[src/rtl/serial_add_ctrl_if.sv]
// Requester-side handshake and operand/result bundle for the bit-serial adder.
interface serial_add_ctrl_if #(
  parameter int WIDTH = 8
);
  logic             start;
  logic [WIDTH-1:0] A;
  logic [WIDTH-1:0] B;
  logic             Cin;
  logic             busy;
  logic             done;
  logic [WIDTH-1:0] Sum;
  logic             Cout;

  modport master (
    output start, A, B, Cin,
    input  busy, done, Sum, Cout
  );

  modport slave (
    input  start, A, B, Cin,
    output busy, done, Sum, Cout
  );
endinterface

[src/rtl/serial_add_ctrl.sv]
// Bit-serial adder sequencer: one 1-bit full-adder cell reused over WIDTH
// cycles, LSB first, behind a start/done handshake.
//
//   state  | meaning
//   IDLE   | waiting for start
//   RUN    | one operand bit pair added per edge
//   DONE   | result valid, done pulses; start here chains straight into RUN
module serial_add_ctrl #(
  parameter int WIDTH = 8
) (
  input  logic              clk,
  input  logic              rst,
  serial_add_ctrl_if.slave  bus
);
  localparam int CW = $clog2(WIDTH + 1);
  localparam logic [CW-1:0] LAST = CW'(WIDTH - 1);

  typedef enum logic [1:0] {
    S_IDLE = 2'd0,
    S_RUN  = 2'd1,
    S_DONE = 2'd2
  } state_e;

  state_e           state_q;
  logic [CW-1:0]    cnt_q;
  logic [WIDTH-1:0] a_sh_q, b_sh_q, sum_sh_q;
  logic             carry_q;
  logic             busy_q, done_q, cout_q;
  logic [WIDTH-1:0] sum_q;

  logic             fa_sum, fa_cout;
  logic [WIDTH-1:0] a_sh_d, b_sh_d, sum_sh_d;

  // The shared 1-bit full-adder cell, fed from the operand LSBs and carry.
  always_comb begin
    fa_sum  = a_sh_q[0] ^ b_sh_q[0] ^ carry_q;
    fa_cout = (a_sh_q[0] & b_sh_q[0]) | (carry_q & (a_sh_q[0] ^ b_sh_q[0]));
  end

  // Shift-and-OR form keeps WIDTH=1 legal (no zero-width slices).
  always_comb begin
    a_sh_d   = a_sh_q >> 1;
    b_sh_d   = b_sh_q >> 1;
    sum_sh_d = (sum_sh_q >> 1) | (WIDTH'(fa_sum) << (WIDTH - 1));
  end

  always_ff @(posedge clk) begin
    if (rst) begin
      state_q  <= S_IDLE;
      cnt_q    <= '0;
      a_sh_q   <= '0;
      b_sh_q   <= '0;
      sum_sh_q <= '0;
      carry_q  <= 1'b0;
      busy_q   <= 1'b0;
      done_q   <= 1'b0;
      sum_q    <= '0;
      cout_q   <= 1'b0;
    end else begin
      case (state_q)
        S_IDLE, S_DONE: begin
          done_q <= 1'b0;
          if (bus.start) begin
            state_q <= S_RUN;
            busy_q  <= 1'b1;
            a_sh_q  <= bus.A;
            b_sh_q  <= bus.B;
            carry_q <= bus.Cin;
            cnt_q   <= '0;
          end else begin
            state_q <= S_IDLE;
          end
        end
        S_RUN: begin
          a_sh_q   <= a_sh_d;
          b_sh_q   <= b_sh_d;
          sum_sh_q <= sum_sh_d;
          carry_q  <= fa_cout;
          if (cnt_q == LAST) begin
            state_q <= S_DONE;
            busy_q  <= 1'b0;
            done_q  <= 1'b1;
            sum_q   <= sum_sh_d;
            cout_q  <= fa_cout;
          end else begin
            cnt_q <= cnt_q + 1'b1;
          end
        end
        default: begin
          state_q <= S_IDLE;
          busy_q  <= 1'b0;
          done_q  <= 1'b0;
        end
      endcase
    end
  end

  assign bus.busy = busy_q;
  assign bus.done = done_q;
  assign bus.Sum  = sum_q;
  assign bus.Cout = cout_q;
endmodule

[src/flat_wrapper.sv]
// flat-port wrapper written by rule: the top's interface ports become plain ports
module serial_add_ctrl_flat 
#(
  parameter int WIDTH = 8
)
  (clk, rst, bus_start, bus_A, bus_B, bus_Cin, bus_busy, bus_done, bus_Sum, bus_Cout);
  serial_add_ctrl_if #(.WIDTH(WIDTH)) bus_i ();
  input  logic clk;
  input  logic rst;
  input wire logic [$bits(bus_i.start)-1:0] bus_start;
  input wire logic [$bits(bus_i.A)-1:0] bus_A;
  input wire logic [$bits(bus_i.B)-1:0] bus_B;
  input wire logic [$bits(bus_i.Cin)-1:0] bus_Cin;
  output wire logic [$bits(bus_i.busy)-1:0] bus_busy;
  output wire logic [$bits(bus_i.done)-1:0] bus_done;
  output wire logic [$bits(bus_i.Sum)-1:0] bus_Sum;
  output wire logic [$bits(bus_i.Cout)-1:0] bus_Cout;
  assign bus_i.start = bus_start;
  assign bus_i.A = bus_A;
  assign bus_i.B = bus_B;
  assign bus_i.Cin = bus_Cin;
  assign bus_busy = bus_i.busy;
  assign bus_done = bus_i.done;
  assign bus_Sum = bus_i.Sum;
  assign bus_Cout = bus_i.Cout;
  serial_add_ctrl #(.WIDTH(WIDTH)) u_core (.clk(clk), .rst(rst), .bus(bus_i));
endmodule
[config.mk]
export PLATFORM = sky130hd
export DESIGN_NAME = serial_add_ctrl_flat
export DESIGN_NICKNAME = d
export VERILOG_FILES = /design/src/rtl/serial_add_ctrl_if.sv /design/src/rtl/serial_add_ctrl.sv /design/src/flat_wrapper.sv
export SDC_FILE = /design/constraint.sdc
export NUM_CORES = 1
export LEC_CHECK = 0
export ABC_AREA = 0
export CAP_MARGIN = 30
export CORE_MARGIN = 2
export CORE_UTILIZATION = 53
export CTS_BUF_LIST = sky130_fd_sc_hd__clkbuf_8
export CTS_CLUSTER_SIZE = 16
export DETAILED_ROUTE_END_ITERATION = 16
export PLACE_DENSITY_LB_ADDON = 0.1
export SLEW_MARGIN = 20
export SYNTH_ARGS = -nofsm -noshare
export SYNTH_HDL_FRONTEND = slang
export SYNTH_SLANG_ARGS = --single-unit
[constraint.sdc]
create_clock -name clk -period 2.1 [get_ports clk]
set_input_delay 0.315 -clock clk [delete_from_list [all_inputs] [get_ports clk]]
set_output_delay 0.315 -clock clk [all_outputs]
set_load 0.05 [all_outputs]
# After elaboration in Yosys (flattened, before gate mapping)
# Cells that the tools add are included.
# Widths: inputs -> output; s select.
[totals]
reg_bits = 42
latch_bits = 0
mem_bits_rw = 0
rom_bits = 0
inputBits = 20
output_inout_bits = 11
word_cells = 47
memories = 0
[classes]
add_sub_neg = 1
mul = 0
div = 0
n_lt_le_gt_ge = 0
n_eq_ne = 6
shifts = 0
mux = 15
n_bitwise = 7
reduce_logical = 8
[ops]
columns = ["op", "count"]
rows = [
  ["$pmux 8 s2", 2],
  ["$mux 8", 2],
  ["$mux 4", 2],
  ["$or 7x8->8", 1],
  ["$pmux 4 s2", 1],
  ["$reduce_and 2->1", 3],
  ["$add 4x1->4 const B", 1],
  ["$eq 4x3->1 const B", 1],
  ["$mux 1", 4],
  ["$ne 2x2->1 const B", 2],
  ["$pmux 1 s2", 2],
  ["$pmux 2 s2", 1],
  ["$reduce_or 2->1", 2],
  ["$reduce_and 3->1", 1],
  ["$and 1x1->1", 2],
  ["$eq 2x1->1 const B", 1],
  ["$eq 2x2->1 const B", 1],
  ["$logic_not 2->1", 1],
  ["$mux 2", 1],
  ["$ne 2x1->1 const B", 1],
  ["$reduce_bool 2->1", 1],
  ["$xor 1x1->1", 2],
  ["$not 1->1", 1],
  ["$or 1x1->1", 1],
]

# Longest topological paths before layout
# Gate-level depths: netlist of run 1.
[depth]
depth_word = 4
depth_mapped = 6

# Worst setup path before layout of run 1
# Ideal clock, no wire load.
[synth_path]
path_type = "reg-to-reg"
from = "reg u_core.cnt_q[0]"
to = "reg u_core.cnt_q[3]"
t_arrival_ns = 1.387
required_ns = 2.030
slack_ns = 0.642
stages_incl_launch_ff = 6
cell_sequence = "dfxtp_1 > ha_1 > and3b_1 > clkbuf_2 > or4_1 > a21oi_1"
[synth_between]
elab_chain_cells = 3
[synth_rtl]
columns = ["item", "line_no", "text"]
rows = [
  ["start, declared", "serial_add_ctrl.sv:25", "logic [CW-1:0] cnt_q;"],
  ["start signal, assigned", "serial_add_ctrl.sv:86", "cnt_q <= cnt_q + 1'b1;"],
  ["$add 4x1->4 / $eq 4x3->1 (equally long branches)", "serial_add_ctrl.sv:86, serial_add_ctrl.sv:79", ""],
  ["$mux 4 / $ne 2x2->1 (equally long branches)", "--", ""],
  ["$pmux 4 s2 / $reduce_and 3->1 (equally long branches)", "--", ""],
]
# Several ways; a longest one is shown, not always the timed one. The select of a mux whose other input is x is not followed.
# A chain may end at the register's enable or synchronous reset.

# Worst setup path after layout of run 1
[layout_path]
from = "reg u_core.cout_q (netlist: u_core.bus.Cout)"
to = "out bus_Cout"
[layout_lines]
columns = ["item", "line_no", "text"]
rows = [
  ["start, declared", "serial_add_ctrl.sv:28", "logic busy_q, done_q, cout_q;"],
  ["start signal, assigned", "serial_add_ctrl.sv:84", "cout_q <= fa_cout;"],
  ["end, declared", "flat_wrapper.sv:17", "output wire logic [$bits(bus_i.Cout)-1:0] bus_Cout;"],
]
# No word-level cell between the ends.

==> flow_metrics.tcl, run 1 <==
set metrics [dict create \
    syn_inst 206 \
    cts_sinks 41 \
    path_delay_family "buffers and inverters" \
    die_h_um 59.97 \
    grt_pass1_wl_mm 5.878 \
    h-tree-depth 2 \
    ant_nets 0 \
    synth_area_sq_um 1660 \
    fin_crit_ps 1758 \
    drive_gt1_share_pct 5.677 \
    antenna_found_initial 0 \
    synthArstFlopShare_pct 0 \
    rsz0062_at_grt "no" \
    post-dp-hpwl_mm 2.325 \
    r2r-start "u_core.cnt_q[0]" \
    cpMaxStageDelayCell "clkdlybuf4s50_1" \
    ys_seq_elements 41 \
    final_common_cell "nand2_1" \
    diodes 0 \
    hold_path.startpoint "u_core.sum_sh_q[1]" \
    cts_tree "built" \
    crit_start "u_core.bus.Cout" \
    critPathKind "reg -> out" \
    first_global_vias 1404 \
    grt_max_degree 42 \
    p_leak_uw 0.0007429 \
    p_per_area_nw_per_um2 802.1 \
    postCtsHoldBufs 0 \
    start_util_pct 54.83 \
    drv_slew 0 \
    rows 20 \
    critPathRequiredTime_ps 1780 \
    route.detailed.drc 0 \
    place.gp.congestion 0.7431 \
    vias_per_cell 5.462 \
    placed_area_sq_um 1969 \
    nFillCells 273 \
    vias 1491 \
    die-area_sq_um 3596 \
    r2r-end "u_core.cnt_q[3]" \
    drt_wl_total_mm 3.424 \
    portBuffers 30 \
    final_cell_mix "nand2_1, dfxtp_1, clkdlybuf4s50_1, a21oi_1, nor2_1" \
    synth_edf_count 0 \
    clk_pin_slew_worst_paths_ps 70 \
    clock_path_buffers 2 \
    pin_count 31 \
    tightest_slew_ps 522.6 \
    yosysTopAreaCell "dfxtp_1" \
    numCtsBuffers 5 \
    worst_setup_path_start_kind "flip-flop" \
    endpoint_kind "output port" \
    core_area_sq_um 3028 \
    outcome "completed" \
    first_pass_iters 4 \
    wl_per_cell_um 12.54 \
    worstPathCellList "clkdlybuf4s50_1" \
    nets 250 \
    cts-resized-gates 0 \
    rrSetupSlack_ps 440 \
    path_buf_inv 1 \
    final_cells 273 \
    drt_iter0_markers 67 \
    postCtsSetupBuffers 0 \
    synth.distinct_cells 24 \
    slowest_delay_ps 810 \
    cap_violations 0 \
    hold_end "u_core.sum_sh_q[1]" \
    final_area_sq_um 2086 \
    cts-root-buf "clkbuf_8" \
    synth_nets 228 \
    track_usage_pct 21.94 \
    areaGrowthSynthToFinish_pct 25.62 \
    setup_tns_ps 0 \
    cp.arrival_ps 1440 \
    synth_top_area_share_pct 49.43 \
    whs_path_depth 2 \
    grt-ovfl-total 0 \
    slew_headroom_pct 65.16 \
    report.final.setup_viol 0 \
    ys_seq_area_share_pct 49.43 \
    cp_max_fo 2 \
    fin_skew_ps 7.472 \
    hp-class "reg -> reg" \
    ys.flop_type "dfxtp_1" \
    yosysWarnings 0 \
    min_period_over_period_pct 83.71 \
    max_freq_mhz 568.9 \
    synthTopCellsByArea "dfxtp_1, nand2_1, a311oi_1" \
    worstRegToRegCells 4 \
    hold_violations 0 \
    dpl.cell_count 265 \
    postSynthAreaPerCell_sq_um 8.060 \
    clk_latency_ps 290 \
    die_w_um 59.97 \
    ir_drop_mv 0.5390 \
]
-- worst max-delay path by stage --
stage	slack, ps	depth (start not counted)	to
6_report	340	1	bus_Cout
5_1_grt	310	1	bus_Cout
3_3_place_gp	470	5	u_core.b_sh_q[0]
3_5_place_dp	400	5	u_core.b_sh_q[3]
4_1_cts	320	1	bus_Cout
2_1_floorplan	640	5	u_core.cnt_q[3]
-- through the flow --
stage | hold WS [ps] | utilization, % | power (uW) | worst slack [ps]
floorplan | 436.6 | - | 976.3 | 642.1
CTS | 467.6 | 68.88 | 1693 | 324.1
finish | 463.2 | 68.88 | 1673 | 342.1
global placement | 444.2 | 65.04 | 1036 | 467.5
global route | 494.5 | 68.88 | 1742 | 305.9
detailed placement | 457.0 | 65.04 | 1046 | 404.0
-- flip-flops by register name (all words and copies together), names as in the netlist --
signal           cells
u_core.cnt_q         4
u_core.b_sh_q        8
u_core.a_sh_q        8
u_core.bus.Sum       8
u_core.sum_sh_q      7
u_core.bus.busy      1
u_core.state_q       2
u_core.bus.done      1
u_core.bus.Cout      1
u_core.carry_q       1
-- cell families after synthesis --
group	Yosys count	share of synthesized area (%)
compound gates	52	19.82
xor+xnor	1	0.5276
fa+ha+maj	2	1.959
buf+inv	21	5.425
flops	41	49.43
simple gates	89	22.83
-- area by class of cell --
class	instances	area, sq um	area share [%]
clock buffer	6	82.58	3.959
timing repair buffer	35	337.8	16.20
clock inverter	2	33.78	1.620
sequential	41	820.8	39.35
inverter	1	3.754	0.1800
tap	44	55.05	2.639
multi-input combinational	144	752.0	36.05
-- per-layer routing --
| metal | GRT usage [%] | vias to the layer above | routed length (um) |
|---|---|---|---|
| met5 | 0 | - | 0 |
| met4 | 12.38 | 0 | 72 |
| met3 | 3.896 | 7 | 120 |
| met2 | 39.13 | 28 | 1773 |
| met1 | 24.19 | 702 | 1457 |
| li1 | - | 754 | - |
-- where the power goes --
part / total [uW] / switching (uW) / internal (uW)
clock network: 646 / 263 / 383
registers: 840 / 23.9 / 816
logic: 187 / 105 / 82.3
total: 1670 / 392 / 1280
-- cell usage after synthesis, types with 2 or more instances --
master,number
nand2_1,47
dfxtp_1,41
a21oi_1,23
nor2_1,18
a311oi_1,15
nand3_1,13
clkbuf_1,10
o21ai_0,9
buf_2,8
o211ai_1,4
nor3_1,3
nand2b_1,2
nor2b_1,2
No activity file was read; power rests on OpenSTA's default activity.
==> run 2: changes to the inputs <==
==> constraint.sdc (replaced) <==
create_clock -name clk -period 1.63 [get_ports clk]
set_input_delay 0.2445 -clock clk [delete_from_list [all_inputs] [get_ports clk]]
set_output_delay 0.2445 -clock clk [all_outputs]
set_load 0.05 [all_outputs]
==> run 2 against run 1 <==
Critical path depth up 4; global-route usage shrank 0.77 points; final area up 0.84%; critical path type is now reg -> reg; highest routed layer unchanged.
==> flow_metrics.tcl, run 2 (synthesis results as in run 1) <==
set metrics [dict create \
    outcome "completed" \
    numCtsBuffers 5 \
    core_area_sq_um 3028 \
    seq_area_sq_um 820.8 \
    p_per_area_nw_per_um2 1027 \
    h-tree-depth 2 \
    fin_skew_ps 4.720 \
    die-area_sq_um 3596 \
    cts-resized-gates 0 \
    drt_iter0_markers 98 \
    clk_pin_slew_worst_paths_ps 70 \
    antenna_found_initial 0 \
    areaGrowthSynthToFinish_pct 26.68 \
    post-dp-hpwl_mm 2.222 \
    nFillCells 257 \
    rsz0062_at_grt "no" \
    portBuffers 30 \
    cts_sinks 41 \
    drive_gt1_share_pct 10.87 \
    cap_violations 0 \
    cp_max_fo 14 \
    fin_crit_ps 1468 \
    final_common_cell "nand2_1" \
    ant_nets 0 \
    cp.arrival_ps 1690 \
    die_h_um 59.97 \
    setup_ws_ps 161.7 \
    hold_violations 0 \
    route.detailed.drc 0 \
    hp-class "reg -> reg" \
    setup_tns_ps 0 \
    first_pass_iters 4 \
    wl_per_cell_um 12.39 \
    dpl.cell_count 266 \
    place_ws_ps 76.00 \
    p_leak_uw 0.0007857 \
    tightest_slew_ps 410.4 \
    grt-ovfl-total 0 \
    clk_latency_ps 290 \
    postCtsSetupBuffers 0 \
    ir_drop_mv 0.7228 \
    grt_pass1_wl_mm 5.589 \
    endpoint_kind "flip-flop" \
    final_core_util_pct 69.46 \
    worst_setup_path_start_kind "flip-flop" \
    first_global_vias 1357 \
    critPathRequiredTime_ps 1860 \
    cts-root-buf "clkbuf_8" \
    rows 20 \
    drv_slew 0 \
    multiInputGateArea_sq_um 752.0 \
    vias 1489 \
    track_usage_pct 21.17 \
    max_freq_mhz 681.0 \
    diodes 0 \
    grt_max_degree 53 \
    die_w_um 59.97 \
    critPathKind "reg -> reg" \
    postCtsHoldBufs 0 \
    start_util_pct 54.83 \
    clock_path_buffers 2 \
    final_cell_mix "nand2_1, dfxtp_1, a21oi_1, clkdlybuf4s50_1, nor2_1" \
    report.final.setup_viol 0 \
    cts_tree "built" \
    vias_per_cell 5.434 \
    min_period_over_period_pct 90.08 \
    place.gp.congestion 0.6987 \
    final_cells 274 \
    drt_wl_total_mm 3.395 \
    nets 251 \
    pin_count 31 \
    slew_headroom_pct 72.56 \
]
==> run 2: cell count changes in the layout (fill, tap and decap cells not counted) <==
cell | before | now
clkdlybuf4s50_1 | 30 | 19
buf_12 | 0 | 3
buf_4 | 5 | 14
==> run 2: final timing paths <==
check,startpoint,endpoint,slack [ps],depth (start not counted)
max reg2reg,u_core.cnt_q[0],u_core.cnt_q[0],160,5
min,u_core.sum_sh_q[1],u_core.sum_sh_q[1],470,2
min reg2reg,u_core.sum_sh_q[1],u_core.sum_sh_q[1],470,2
max,u_core.cnt_q[0],u_core.cnt_q[0],160,5
==> run 2: area by class of cell <==
class	instances	area share, %
flip-flops and latches	41	39.02
multi-input cells	144	35.75
repair buffers	36	16.89
clock buffers	6	3.926
well taps	44	2.617
clock inverters	2	1.606
inverters	1	0.1785
==> run 2: through the flow <==
| step | power [uW] | hold slack, ps | cell area (sq um) |
|---|---|---|---|
| 2_1_floorplan | 1258 | 380.5 | 1660 |
| 3_3_place_gp | 1350 | 441.8 | 1987 |
| 3_5_place_dp | 1360 | 460.6 | 1987 |
| 4_1_cts | 2184 | 470.9 | 2103 |
| 5_1_grt | 2249 | 484.4 | 2103 |
| 6_report | 2160 | 465.9 | 2103 |
==> run 2: routing by layer <==
metal | track usage (%) | vias to the layer above | part of all wire, % | routed length, um
li1 | - | 759 | - | -
met1 | 24.05 | 687 | 44 | 1493
met2 | 35.56 | 38 | 50 | 1688
met3 | 6.494 | 5 | 4.5 | 153
met4 | 10.79 | 0 | 1.8 | 60
met5 | 0 | - | 0 | 0
==> run 2: where the power goes <==
part           internal (uW)  total (uW)  leakage (uW)  switching (uW)
sequential              1050        1080      0.000335            30.7
combinational            118         254      0.000388             136
clock                    493         824     0.0000626             331
==> run 2: worst max-delay path, cell delays in order (launching register included) <==
cell and delay (ps):
dfxtp_1 340, ha_1 240, and3b_1 200, buf_4 180, or3_1 310, a21oi_1 130
==> run 3: changes to the inputs <==
--- a/config.mk
+++ b/config.mk
@@ -6,12 +6,13 @@
 export NUM_CORES = 1
 export LEC_CHECK = 0
 export ABC_AREA = 0
-export CAP_MARGIN = 30
+export CAP_MARGIN = 5
 export CORE_MARGIN = 2
 export CORE_UTILIZATION = 53
 export CTS_BUF_LIST = sky130_fd_sc_hd__clkbuf_8
 export CTS_CLUSTER_SIZE = 16
 export DETAILED_ROUTE_END_ITERATION = 16
+export HOLD_SLACK_MARGIN = 0.06
 export PLACE_DENSITY_LB_ADDON = 0.1
 export SLEW_MARGIN = 20
 export SYNTH_ARGS = -nofsm -noshare
==> results of run 3 <==
Same layout as run 2: the final DEF is identical, and so are final timing and power.
==> RTL change: new RTL, config.mk and constraints of run 2 <==
`WIDTH` is set to 8 in 3 places; all go to 4.
--- a/src/rtl/serial_add_ctrl_if.sv
+++ b/src/rtl/serial_add_ctrl_if.sv
@@ -1,5 +1,5 @@
 // Requester-side handshake and operand/result bundle for the bit-serial adder.
 interface serial_add_ctrl_if #(
-  parameter int WIDTH = 8
+  parameter int WIDTH = 4
 );
   logic             start;
--- a/src/rtl/serial_add_ctrl.sv
+++ b/src/rtl/serial_add_ctrl.sv
@@ -7,5 +7,5 @@
 //   DONE   | result valid, done pulses; start here chains straight into RUN
 module serial_add_ctrl #(
-  parameter int WIDTH = 8
+  parameter int WIDTH = 4
 ) (
   input  logic              clk,
--- a/src/flat_wrapper.sv
+++ b/src/flat_wrapper.sv
@@ -2,5 +2,5 @@
 module serial_add_ctrl_flat 
 #(
-  parameter int WIDTH = 8
+  parameter int WIDTH = 4
 )
   (clk, rst, bus_start, bus_A, bus_B, bus_Cin, bus_busy, bus_done, bus_Sum, bus_Cout);
Interface: changed (resized bus_A, bus_B and bus_Sum); port bits go from 31 to 19. No check against the original RTL was run, so the function may have changed too.
==> RTL change against run 2 <==
Sequential share of layout area rose by 0.89 points. Power fell by 45%. Combinational power shrank 42%. Die area decreased by 40%. Cell area down 43%. Sequential cell count fell by 17. Maximum frequency down 6.5%. Clock skew rose by 0.0025 ns. Area after synthesis down 43%. Wire length shrank 50%. Setup slack worse by 0.10 ns. Critical endpoint unchanged. Largest cell class unchanged. Highest routed layer unchanged.
==> RTL change: results (changes against run 2) <==
portion of the post-synthesis area used by sequential elements -> 50.3% (+0.89 points)
post-place setup slack -> 0.0248 ns (-0.0512 ns)
via count of the first global-routing pass -> 713 (-47%)
worst-path cell with the longest stage delay -> sky130_fd_sc_hd__or3b_4
Max transition margin -> 68.3% (-4.3 points)
Hold Crit Endpoint -> u_core.b_sh_q[3]
register cell area after layout -> 480 µm² (-41%)
leading cell types by count after synthesis -> sky130_fd_sc_hd__dfxtp_1, sky130_fd_sc_hd__nor2_1, sky130_fd_sc_hd__nand2_1
run status -> finished, final reports clean
drt wl/cell -> 11.5 µm (-7.5%)
data arrival time at the worst-slack endpoint -> 1.77 ns (+0.08 ns)
RePlAce Congestion -> 0.725 (+3.8%)
post-synthesis adder-cell area fraction -> 4.72% (+2.8 points)
port buffer count -> 18 (-40%)
Leakage -> 0.520 nW (-34%)
# fillers -> 151 (-41%)
fraction of layout cells with a size suffix above 1 -> 12.9% (+2.0 points)
global-route wire length before repair -> 2970 µm (-47%)
final worst hold slack -> 0.477 ns (+0.0113 ns)
half-perimeter wire length of the detailed placement result -> 1180 µm (-47%)
met2 demand-to-capacity share in global routing -> 32.5% (-3.1 points)
xor/xnor share of the synthesized area -> 0% (-0.53 points)
maximum single-stage delay on the critical path -> 0.41 ns (+0.07 ns)
DP Area -> 1150 µm² (-42%)
Total Routing Usage GR -> 18.9% (-2.3 points)
net switching power of the design -> 0.277 mW (-44%)
met1 track demand over resource in global routing -> 24.0% (-0.078 points)
Met3 Routed Length -> 103 µm (-33%)
worst vdd rail ir drop -> 0.790 mV (+9.3%)
number of instances in the synthesized netlist -> 105 (-49%)
post-layout instance count excluding filler cells -> 149 (-46%)
source of the worst hold timing path -> u_core.b_sh_q[3]
proportion of synthesized area in mux cells -> 8.39% (+8.4 points)
==> RTL change: cell count changes after synthesis, sizes merged, moves of 2 or more <==
cell	before	now
a311oi	15	7
a21oi	23	6
mux2i	0	8
dfxtp	41	24
o211ai	4	0
or3b	0	2
clkbuf	11	4
nor3	3	1
nand3	13	4
buf	9	2
o21ai	9	1
nand2	47	16
==> RTL change: cell type report <==
cell class | instances | share of cell area [%]
Sequential cell | 24 | 39.9
Multi-Input combinational cell | 74 | 37.2
Timing Repair Buffer | 21 | 15.4
Clock buffer | 4 | 4.57
Tap cell | 25 | 2.60
Inverter | 1 | 0.312
==> RTL change: power by group through the flow <==
stage / sequential, mW / clock (mW) / combinational, mW
final: 0.638 / 0.396 / 0.147
after global routing: 0.642 / 0.434 / 0.165
after CTS: 0.638 / 0.403 / 0.148
after detailed placement: 0.652 / 0 / 0.147
after global placement: 0.650 / 0 / 0.145
after floorplan: 0.654 / 0 / 0.0891
